### config.mk
export PLATFORM = sky130hd
export DESIGN_NAME = sram_bist_flat
export DESIGN_NICKNAME = d
export VERILOG_FILES = /design/src/rtl/sram_bist_pkg.sv /design/src/rtl/sram_bist_if.sv /design/src/rtl/sram_bist.sv /design/src/flat_wrapper.sv
export SDC_FILE = /design/constraint.sdc
export NUM_CORES = 1
export LEC_CHECK = 0
export CORE_MARGIN = 3
export CORE_UTILIZATION = 50
export CTS_CLUSTER_SIZE = 40
export DETAILED_ROUTE_END_ITERATION = 8
export PLACE_DENSITY = 0.81
export SLEW_MARGIN = 10
export SYNTH_ARGS = -nofsm -noshare
export SYNTH_HDL_FRONTEND = slang
export SYNTH_SLANG_ARGS = --single-unit
export TNS_END_PERCENT = 30
### constraint.sdc
create_clock -name clk -period 7.4 [get_ports clk]
set_input_delay 0.74 -clock clk [delete_from_list [all_inputs] [get_ports clk]]
set_output_delay 0.74 -clock clk [all_outputs]
set_load 0.01 [all_outputs]
### src/rtl/sram_bist_pkg.sv
// Shared definitions for the SRAM built-in self-test engine.
package sram_bist_pkg;

  typedef enum logic [2:0] {
    ST_IDLE  = 3'd0,
    ST_WRITE = 3'd1,
    ST_READ  = 3'd2,
    ST_DRAIN = 3'd3,
    ST_PASS  = 3'd4,
    ST_FAIL  = 3'd5
  } state_e;

  localparam int unsigned DEF_ADDR_W = 16;
  localparam int unsigned DEF_DATA_W = 2 * DEF_ADDR_W;

endpackage

### src/rtl/sram_bist_if.sv
// Single-port SRAM bus: the BIST drives ADDR/DI/EN/WE, the SRAM returns DO.
interface sram_bist_if #(
  parameter int unsigned ADDR_W = 16,
  parameter int unsigned DATA_W = 32
);

  logic [ADDR_W-1:0] ADDR;
  logic [DATA_W-1:0] DI;
  logic [DATA_W-1:0] DO;
  logic              EN;
  logic              WE;

  modport master (output ADDR, output DI, output EN, output WE, input DO);
  modport slave  (input ADDR, input DI, input EN, input WE, output DO);

endinterface

### src/rtl/sram_bist.sv
// Memory self-test: writes pat(a) = {~a, a} to every address, reads it all back,
// and reports the first mismatching address and the data seen there.
module sram_bist
  import sram_bist_pkg::*;
#(
  parameter int unsigned ADDR_W    = DEF_ADDR_W,
  parameter int unsigned DATA_W    = DEF_DATA_W,
  parameter int unsigned LAST_ADDR = (2 ** ADDR_W) - 1
) (
  input  logic              clk,
  input  logic              reset,
  input  logic              start,
  output logic              busy,
  output logic              done,
  output logic              pass,
  output logic [ADDR_W-1:0] fail_addr,
  output logic [DATA_W-1:0] fail_data,
  sram_bist_if.master       sram
);

  localparam int unsigned CNT_W = ADDR_W + 1;
  localparam logic [CNT_W-1:0]  CNT_LAST  = CNT_W'(LAST_ADDR);
  localparam logic [ADDR_W-1:0] ADDR_LAST = ADDR_W'(LAST_ADDR);

  function automatic logic [DATA_W-1:0] pat(input logic [ADDR_W-1:0] a);
    return DATA_W'({~a, a});
  endfunction

  state_e            state_q, state_d;
  logic [CNT_W-1:0]  cnt_q, cnt_d;
  logic              busy_q, busy_d;
  logic              done_q, done_d;
  logic              pass_q, pass_d;
  logic [ADDR_W-1:0] fail_addr_q, fail_addr_d;
  logic [DATA_W-1:0] fail_data_q, fail_data_d;
  logic              en_q, en_d;
  logic              we_q, we_d;
  logic [ADDR_W-1:0] addr_q, addr_d;
  logic [DATA_W-1:0] di_q, di_d;
  logic              chk_valid_q, chk_valid_d;
  logic [ADDR_W-1:0] chk_addr_q, chk_addr_d;
  logic              mismatch;

  // chk_* mirrors the read the SRAM samples this edge, so DO is compared one cycle later
  assign mismatch = chk_valid_q && (sram.DO != pat(chk_addr_q));

  always_comb begin
    state_d     = state_q;
    cnt_d       = cnt_q;
    busy_d      = busy_q;
    done_d      = done_q;
    pass_d      = pass_q;
    fail_addr_d = fail_addr_q;
    fail_data_d = fail_data_q;
    en_d        = en_q;
    we_d        = we_q;
    addr_d      = addr_q;
    di_d        = di_q;
    chk_valid_d = en_q & ~we_q;
    chk_addr_d  = addr_q;

    case (state_q)
      ST_IDLE, ST_PASS, ST_FAIL: begin
        en_d = 1'b0;
        if (start) begin
          busy_d      = 1'b1;
          done_d      = 1'b0;
          pass_d      = 1'b0;
          fail_addr_d = '0;
          fail_data_d = '0;
          en_d        = 1'b1;
          we_d        = 1'b1;
          addr_d      = '0;
          di_d        = pat('0);
          if (LAST_ADDR == 0) begin
            state_d = ST_READ;
            cnt_d   = '0;
          end else begin
            state_d = ST_WRITE;
            cnt_d   = CNT_W'(1);
          end
        end
      end
      ST_WRITE: begin
        en_d   = 1'b1;
        we_d   = 1'b1;
        addr_d = ADDR_W'(cnt_q);
        di_d   = pat(ADDR_W'(cnt_q));
        if (cnt_q == CNT_LAST) begin
          cnt_d   = '0;
          state_d = ST_READ;
        end else begin
          cnt_d = cnt_q + CNT_W'(1);
        end
      end
      ST_READ: begin
        en_d   = 1'b1;
        we_d   = 1'b0;
        addr_d = ADDR_W'(cnt_q);
        if (cnt_q == CNT_LAST) begin
          state_d = ST_DRAIN;
        end else begin
          cnt_d = cnt_q + CNT_W'(1);
        end
      end
      ST_DRAIN: begin
        en_d = 1'b0;
        if (chk_valid_q && !mismatch && (chk_addr_q == ADDR_LAST)) begin
          state_d = ST_PASS;
          busy_d  = 1'b0;
          done_d  = 1'b1;
          pass_d  = 1'b1;
        end
      end
      default: begin
        state_d = ST_IDLE;
        en_d    = 1'b0;
      end
    endcase

    // First mismatch wins; the read issued this cycle is dropped
    if (((state_q == ST_READ) || (state_q == ST_DRAIN)) && mismatch) begin
      state_d     = ST_FAIL;
      en_d        = 1'b0;
      busy_d      = 1'b0;
      done_d      = 1'b1;
      pass_d      = 1'b0;
      fail_addr_d = chk_addr_q;
      fail_data_d = sram.DO;
      chk_valid_d = 1'b0;
    end
  end

  always_ff @(posedge clk) begin
    if (reset) begin
      state_q     <= ST_IDLE;
      cnt_q       <= '0;
      busy_q      <= 1'b0;
      done_q      <= 1'b0;
      pass_q      <= 1'b0;
      fail_addr_q <= '0;
      fail_data_q <= '0;
      en_q        <= 1'b0;
      we_q        <= 1'b0;
      addr_q      <= '0;
      di_q        <= '0;
      chk_valid_q <= 1'b0;
      chk_addr_q  <= '0;
    end else begin
      state_q     <= state_d;
      cnt_q       <= cnt_d;
      busy_q      <= busy_d;
      done_q      <= done_d;
      pass_q      <= pass_d;
      fail_addr_q <= fail_addr_d;
      fail_data_q <= fail_data_d;
      en_q        <= en_d;
      we_q        <= we_d;
      addr_q      <= addr_d;
      di_q        <= di_d;
      chk_valid_q <= chk_valid_d;
      chk_addr_q  <= chk_addr_d;
    end
  end

  assign busy      = busy_q;
  assign done      = done_q;
  assign pass      = pass_q;
  assign fail_addr = fail_addr_q;
  assign fail_data = fail_data_q;
  assign sram.ADDR = addr_q;
  assign sram.DI   = di_q;
  assign sram.EN   = en_q;
  assign sram.WE   = we_q;

endmodule

### src/flat_wrapper.sv
// flat-port wrapper written by rule: the top's interface ports become plain ports
module sram_bist_flat import sram_bist_pkg::*;
#(
  parameter int unsigned ADDR_W    = DEF_ADDR_W,
  parameter int unsigned DATA_W    = DEF_DATA_W,
  parameter int unsigned LAST_ADDR = (2 ** ADDR_W) - 1
)
  (clk, reset, start, busy, done, pass, fail_addr, fail_data, sram_ADDR, sram_DI, sram_EN, sram_WE, sram_DO);
  sram_bist_if #(.ADDR_W(ADDR_W), .DATA_W(DATA_W)) sram_i ();
  input  logic clk;
  input  logic reset;
  input  logic start;
  output logic busy;
  output logic done;
  output logic pass;
  output logic [ADDR_W-1:0] fail_addr;
  output logic [DATA_W-1:0] fail_data;
  output wire logic [$bits(sram_i.ADDR)-1:0] sram_ADDR;
  output wire logic [$bits(sram_i.DI)-1:0] sram_DI;
  output wire logic [$bits(sram_i.EN)-1:0] sram_EN;
  output wire logic [$bits(sram_i.WE)-1:0] sram_WE;
  input wire logic [$bits(sram_i.DO)-1:0] sram_DO;
  assign sram_ADDR = sram_i.ADDR;
  assign sram_DI = sram_i.DI;
  assign sram_EN = sram_i.EN;
  assign sram_WE = sram_i.WE;
  assign sram_i.DO = sram_DO;
  sram_bist #(.ADDR_W(ADDR_W), .DATA_W(DATA_W), .LAST_ADDR(LAST_ADDR)) u_core (.clk(clk), .reset(reset), .start(start), .busy(busy), .done(done), .pass(pass), .fail_addr(fail_addr), .fail_data(fail_data), .sram(sram_i));
endmodule
; ---- Yosys cells after proc, flatten, opt, wreduce, memory -nomap -nowiden
; Cells that the tools add are included.
[word_totals]
ff_bits = 138
latchBits = 0
mem_bits_rw = 0
mem_bits_ro = 0
input_bits = 35
out_inout_bits = 101
elab_cells = 91
memories = 0
[classes]
add_sub_neg = 1
multipliers = 0
div_mod_pow = 0
magnitude_cmp = 0
eq_ne = 17
shift = 0
muxes = 29
bitwise_logic = 4
reduce_logical = 26
[op_table]
columns = cell, n
row1 = 32-bit two-way mux, 4
row2 = 32-bit case mux with 2 select lines, 1
row3 = 17-bit two-way mux, 3
row4 = 17-bit case mux with 3 select lines, 1
row5 = 16-bit two-way mux, 3
row6 = 32-bit inequality test, 1
row7 = 16-bit inverter, 2
row8 = 16-bit case mux with 2 select lines, 1
row9 = "17-bit by 1-bit adder with 17-bit output, second input constant", 1
row10 = "17-bit by 16-bit equality test with 1-bit output, second input constant", 1
row11 = "16-bit equality test, second input constant", 1
row12 = 3-bit two-way mux, 5
row13 = 3-bit case mux with 4 select lines, 1
row14 = 2-bit nonzero test, 5
row15 = "3-bit by 2-bit inequality test with 1-bit output, second input constant", 3
row16 = 3-bit AND reduction, 3
row17 = 2-bit AND reduction, 4
row18 = 4-bit AND reduction, 2
row19 = "3-bit by 2-bit equality test with 1-bit output, second input constant", 2
row20 = "3-bit equality test, second input constant", 2
row21 = 1-bit two-way mux, 6
row22 = "2-bit by 1-bit inequality test with 1-bit output, second input constant", 3
row23 = 1-bit case mux with 2 select lines, 3
row24 = 3-bit nonzero test, 2
row25 = 12 further kinds, 17

; ---- Longest topological paths before layout
[depth]
ltp_word = 9
ltp_mapped = 15
mapped_depth_nobuf = 13

; ---- Worst setup path after synthesis
; No wires, ideal clock.
[synth_timing]
path_type = register -> register
start = register u_core.cnt_q[3]
end = register u_core.cnt_q[9]
setup_time_ns = 0.128
arrival_ns = 2.763
required_time_ns = 7.272
slack_ns = 4.509
path_stages_with_launch = 16
n_path_buf = 2
synth_period_minus_slack_ns = 2.891
cell_sequence = dfxtp_1 clkbuf_1 and4_1 nand4_1 nor2_1 nand3_1 or3_1 inv_1 ha_1 o21a_1 o31ai_1 and4_1 buf_2 nand4_1 xor2_1 nor2_1
[synth_between]
elab_chain_len = 3
elab_cells_between_ends = 7
classes_between = 1 x add/sub / 2 x eq/ne / 3 x mux / 1 x reduce/logical
[synth_rtl]
columns = element, line_no
row1 = start: declaration, sram_bist.sv:30  ; logic [CNT_W-1:0] cnt_q, cnt_d;
row2 = start signal: assignment, sram_bist.sv:151  ; cnt_q <= cnt_d;
row3 = 17-bit by 1-bit adder with 17-bit output / 17-bit by 16-bit equality test with 1-bit output (equally long branches), n/a
row4 = "17-bit two-way mux, or another cell as far along", sram_bist.sv:100  ; if (cnt_q == CNT_LAST) begin
row5 = 17-bit case mux with 3 select lines / 3-bit AND reduction (equally long branches), n/a
; Parallel ways exist; a longest one is shown, timed or not. The select of a mux whose other input is x is not followed.
; A chain may end at the register's enable or synchronous reset.

; ---- Worst setup path after layout
[layout_timing]
start = register u_core.cnt_q[4]
end = register u_core.cnt_q[9]
; The elaborated chain is that of the path after synthesis.

==> run_results.csv <==
group,metric,value,unit
run_status,status,"finished, final reports clean",
setup_path,critical_path_class,"flop to flop",
clock_network,path_clk_slew,0.06,ns
clock_network,tritoncts,"built",
global_route,antenna_found_initial,0,
setup_path,path_max_fanout,7,
clock_network,insertion_delay,0.52,ns
sta,slew-limit-headroom,0.213,
clock_network,postCtsHoldBufs,0,
setup_path,cp.arrival,3.71,ns
floorplan,die_area,0.0121,mm2
logic_synthesis,synth_cell_type_count,46,
clock_network,postCtsSetupRepairBufs,0,
power_and_ir_drop,vdd_ir_drop_max,169,uV
logic_synthesis,netlist_area,0.00542,mm2
floorplan,num_rows,37,
sta,fin_crit,3.32,ns
final_layout,area_delta_synth_final,35.2,%
logic_synthesis,ys_seq_area_frac,0.510,
final_layout,final-seq-area,0.00276,mm2
clock_network,clock_path_buffers,2,
logic_synthesis,synth-seq-cells,138,
setup_path,end_kind,"flop",
sta,min_period_over_period,0.449,
logic_synthesis,synth_edf_count,0,
global_route,grt_max_degree,108,
logic_synthesis,synthesis.nets,645,
placed_design,gp_congestion,0.858,
floorplan,die_h,110,um
final_layout,antenna_cells,0,
final_layout,nets,757,
final_layout,multiInputGateArea,0.00246,mm2
floorplan,die_x,110,um
floorplan,io_pins,136,
placed_design,io_buffers,135,
sta,fin_worst_skew,0.00880,ns
floorplan,coreArea,0.0104,mm2
sta,fin_setup_tns,0,ns
power_and_ir_drop,cellLeakagePower,2.59,nW
setup_path,cp-start-kind,"flop",
floorplan,initial_utilization,0.520,
route,drt-pass1-iter-count,8,
sta,hold_viol_final,0,
clock_network,cts.sinks,138,
route,vias_per_cell,5.74,
route,vias,4982,
route,wl,15.7,mm
logic_synthesis,synth_cells,607,
global_route,grt_overflow,0,
sta,whs,0.469,ns
route,drc,0,
global_route,grt_pass1_wl,24.3,mm
route,wl_per_cell,18.1,um
sta,maxSlewViolCount,0,
clock_network,htree_levels,4,
global_route,grtUsageTotal,0.259,
sta,setup_viol,0,
sta,worst_pin_slew,1.18,ns
sta,rsz0062_at_grt,"false",
final_layout,filler_cell_count,811,
clock_network,post_cts_resized,0,
power_and_ir_drop,powerDensity,222,mW/mm2
global_route,grt_pass1_vias,4838,
logic_synthesis,yosys_warnings,0,
setup_path,cp.required,7.79,ns
clock_network,cts_buffers,17,
logic_synthesis,async_flop_share,0,
logic_synthesis,syn_area_per_cell,8.93,um2
sta,fmax,301,MHz
clock_network,root_buffer,"clkbuf_8",
placed_design,dp_hpwl,10.7,mm
worst_hold_path,hp-class,"flop to flop",
route,drt-initial-drc-count,296,
route,ant_nets,0,
final_layout,layout-drive-gt1-share,0.0560,
logic_synthesis,synth_ff_type,"dfxtp_1",
run,cap_violations,0,
## path summary, 6_finish.rpt
| path | start | endpoint | slack (ns) | depth (start not counted) |
|---|---|---|---|---|
| worst max-delay path | u_core.cnt_q[4] | u_core.cnt_q[9] | 4.08 | 13 |
| worst min-delay path | u_core.fail_data[3] | u_core.fail_data[3] | 0.47 | 2 |
| worst max register to register | u_core.cnt_q[4] | u_core.cnt_q[9] | 4.08 | 13 |
| worst min register to register | u_core.fail_data[3] | u_core.fail_data[3] | 0.47 | 2 |
## area by class of cell
cell class	instances	share of cell area
tap	136	0.0232
clock inverter	13	0.0150
multi-input combinational	419	0.336
timing repair buffer	137	0.186
clock buffer	19	0.0590
sequential	138	0.377
inverter	6	0.00308
## kinds of logic after synthesis
group | after synthesis | synth area share
mux | 2 | 0.00370
flops | 138 | 0.510
simple gates | 250 | 0.228
buf+inv | 50 | 0.0400
compound gates | 131 | 0.158
fa+ha+maj | 3 | 0.00693
xor+xnor | 33 | 0.0533
## per-layer routing
metal,vias up,track usage,share of wire
met2,227,0.426,0.47
met1,2368,0.307,0.41
met4,0,0.106,0.024
met3,34,0.0926,0.10
met5,-,0,0
li1,2353,-,-
## through the flow
stage                     worst slack, ns   util  std cells  instance area [um2]  total power [mW]
final                                4.08  0.703        868                 7320              1.63
after global routing                 3.88  0.703        868                 7320              1.68
after CTS                            4.11  0.702        868                 7320              1.63
after detailed placement             4.09  0.650        836                 6780             0.879
after global placement               4.20  0.650        836                 6780             0.876
after floorplan                      4.51      -        607                 5420             0.826
## Yosys cell counts (4+ instances only)
library cell,instances,share of area
a211oi_1,16,0.022
a21oi_1,58,0.054
a22o_1,16,0.026
a22oi_1,16,0.022
and3b_1,6,0.0097
buf_2,8,0.0074
clkbuf_1,31,0.021
dfxtp_1,138,0.51
inv_1,6,0.0042
nand2_1,63,0.044
nand2b_1,7,0.0081
nand3_1,58,0.054
nand4_1,11,0.013
nor2_1,59,0.041
nor2b_1,21,0.024
nor3_1,5,0.0046
nor3b_1,5,0.0069
o21ai_0,5,0.0046
o22ai_1,4,0.0046
xnor2_1,12,0.019
xor2_1,21,0.034
## cells in the final DEF (no fill, tap or decap), types with 4 or more instances in the layout
cell             netlist  layout
nor3b_1                5       5
xor2_1                21      21
clkbuf_16              0      16
a22oi_1               16      16
xnor2_1               12      12
dfxtp_1              138     138
nand3_1               58      58
inv_1                  6       6
nor2_1                59      58
a22o_1                16      16
clkdlybuf4s50_1        0     134
o21ai_0                5       5
and3b_1                6       6
a211oi_1              16      16
nand4_1               11      11
nor2b_1               21      21
nand2b_1               7       7
inv_6                  0       4
clkinv_4               0       5
nand2_1               63      63
a21oi_1               58      58
o22ai_1                4       4
nor3_1                 5       5
## critical path, stage by stage, from the launching register on
cell and delay (ns):
dfxtp_1 0.50, and4_1 0.32, nand4_1 0.22, nor2_1 0.25
nand3_1 0.09, or3_1 0.42, inv_1 0.09, ha_1 0.27
o21a_1 0.18, o31ai_1 0.14, and4_1 0.35, nand4_1 0.15
xor2_1 0.17, nor2_1 0.06
## power breakdown
part	internal, mW	switching (mW)	leakage [nW]
clock network	0.429	0.334	0.262
logic	0.0451	0.0571	1.21
registers	0.753	0.00876	1.12
total	1.23	0.400	2.59
## state kept, by name, indices dropped and copies added (netlist names)
register,count
u_core.fail_data,32
u_core.cnt_q,17
u_core.sram.EN,1
u_core.chk_valid_q,1
u_core.chk_addr_q,16
u_core.sram.WE,1
u_core.done,1
u_core.sram.DI,32
u_core.sram.ADDR,16
u_core.fail_addr,16
u_core.pass,1
u_core.busy,1
u_core.state_q,3
Note: power is estimated with default switching activity, not from simulation.
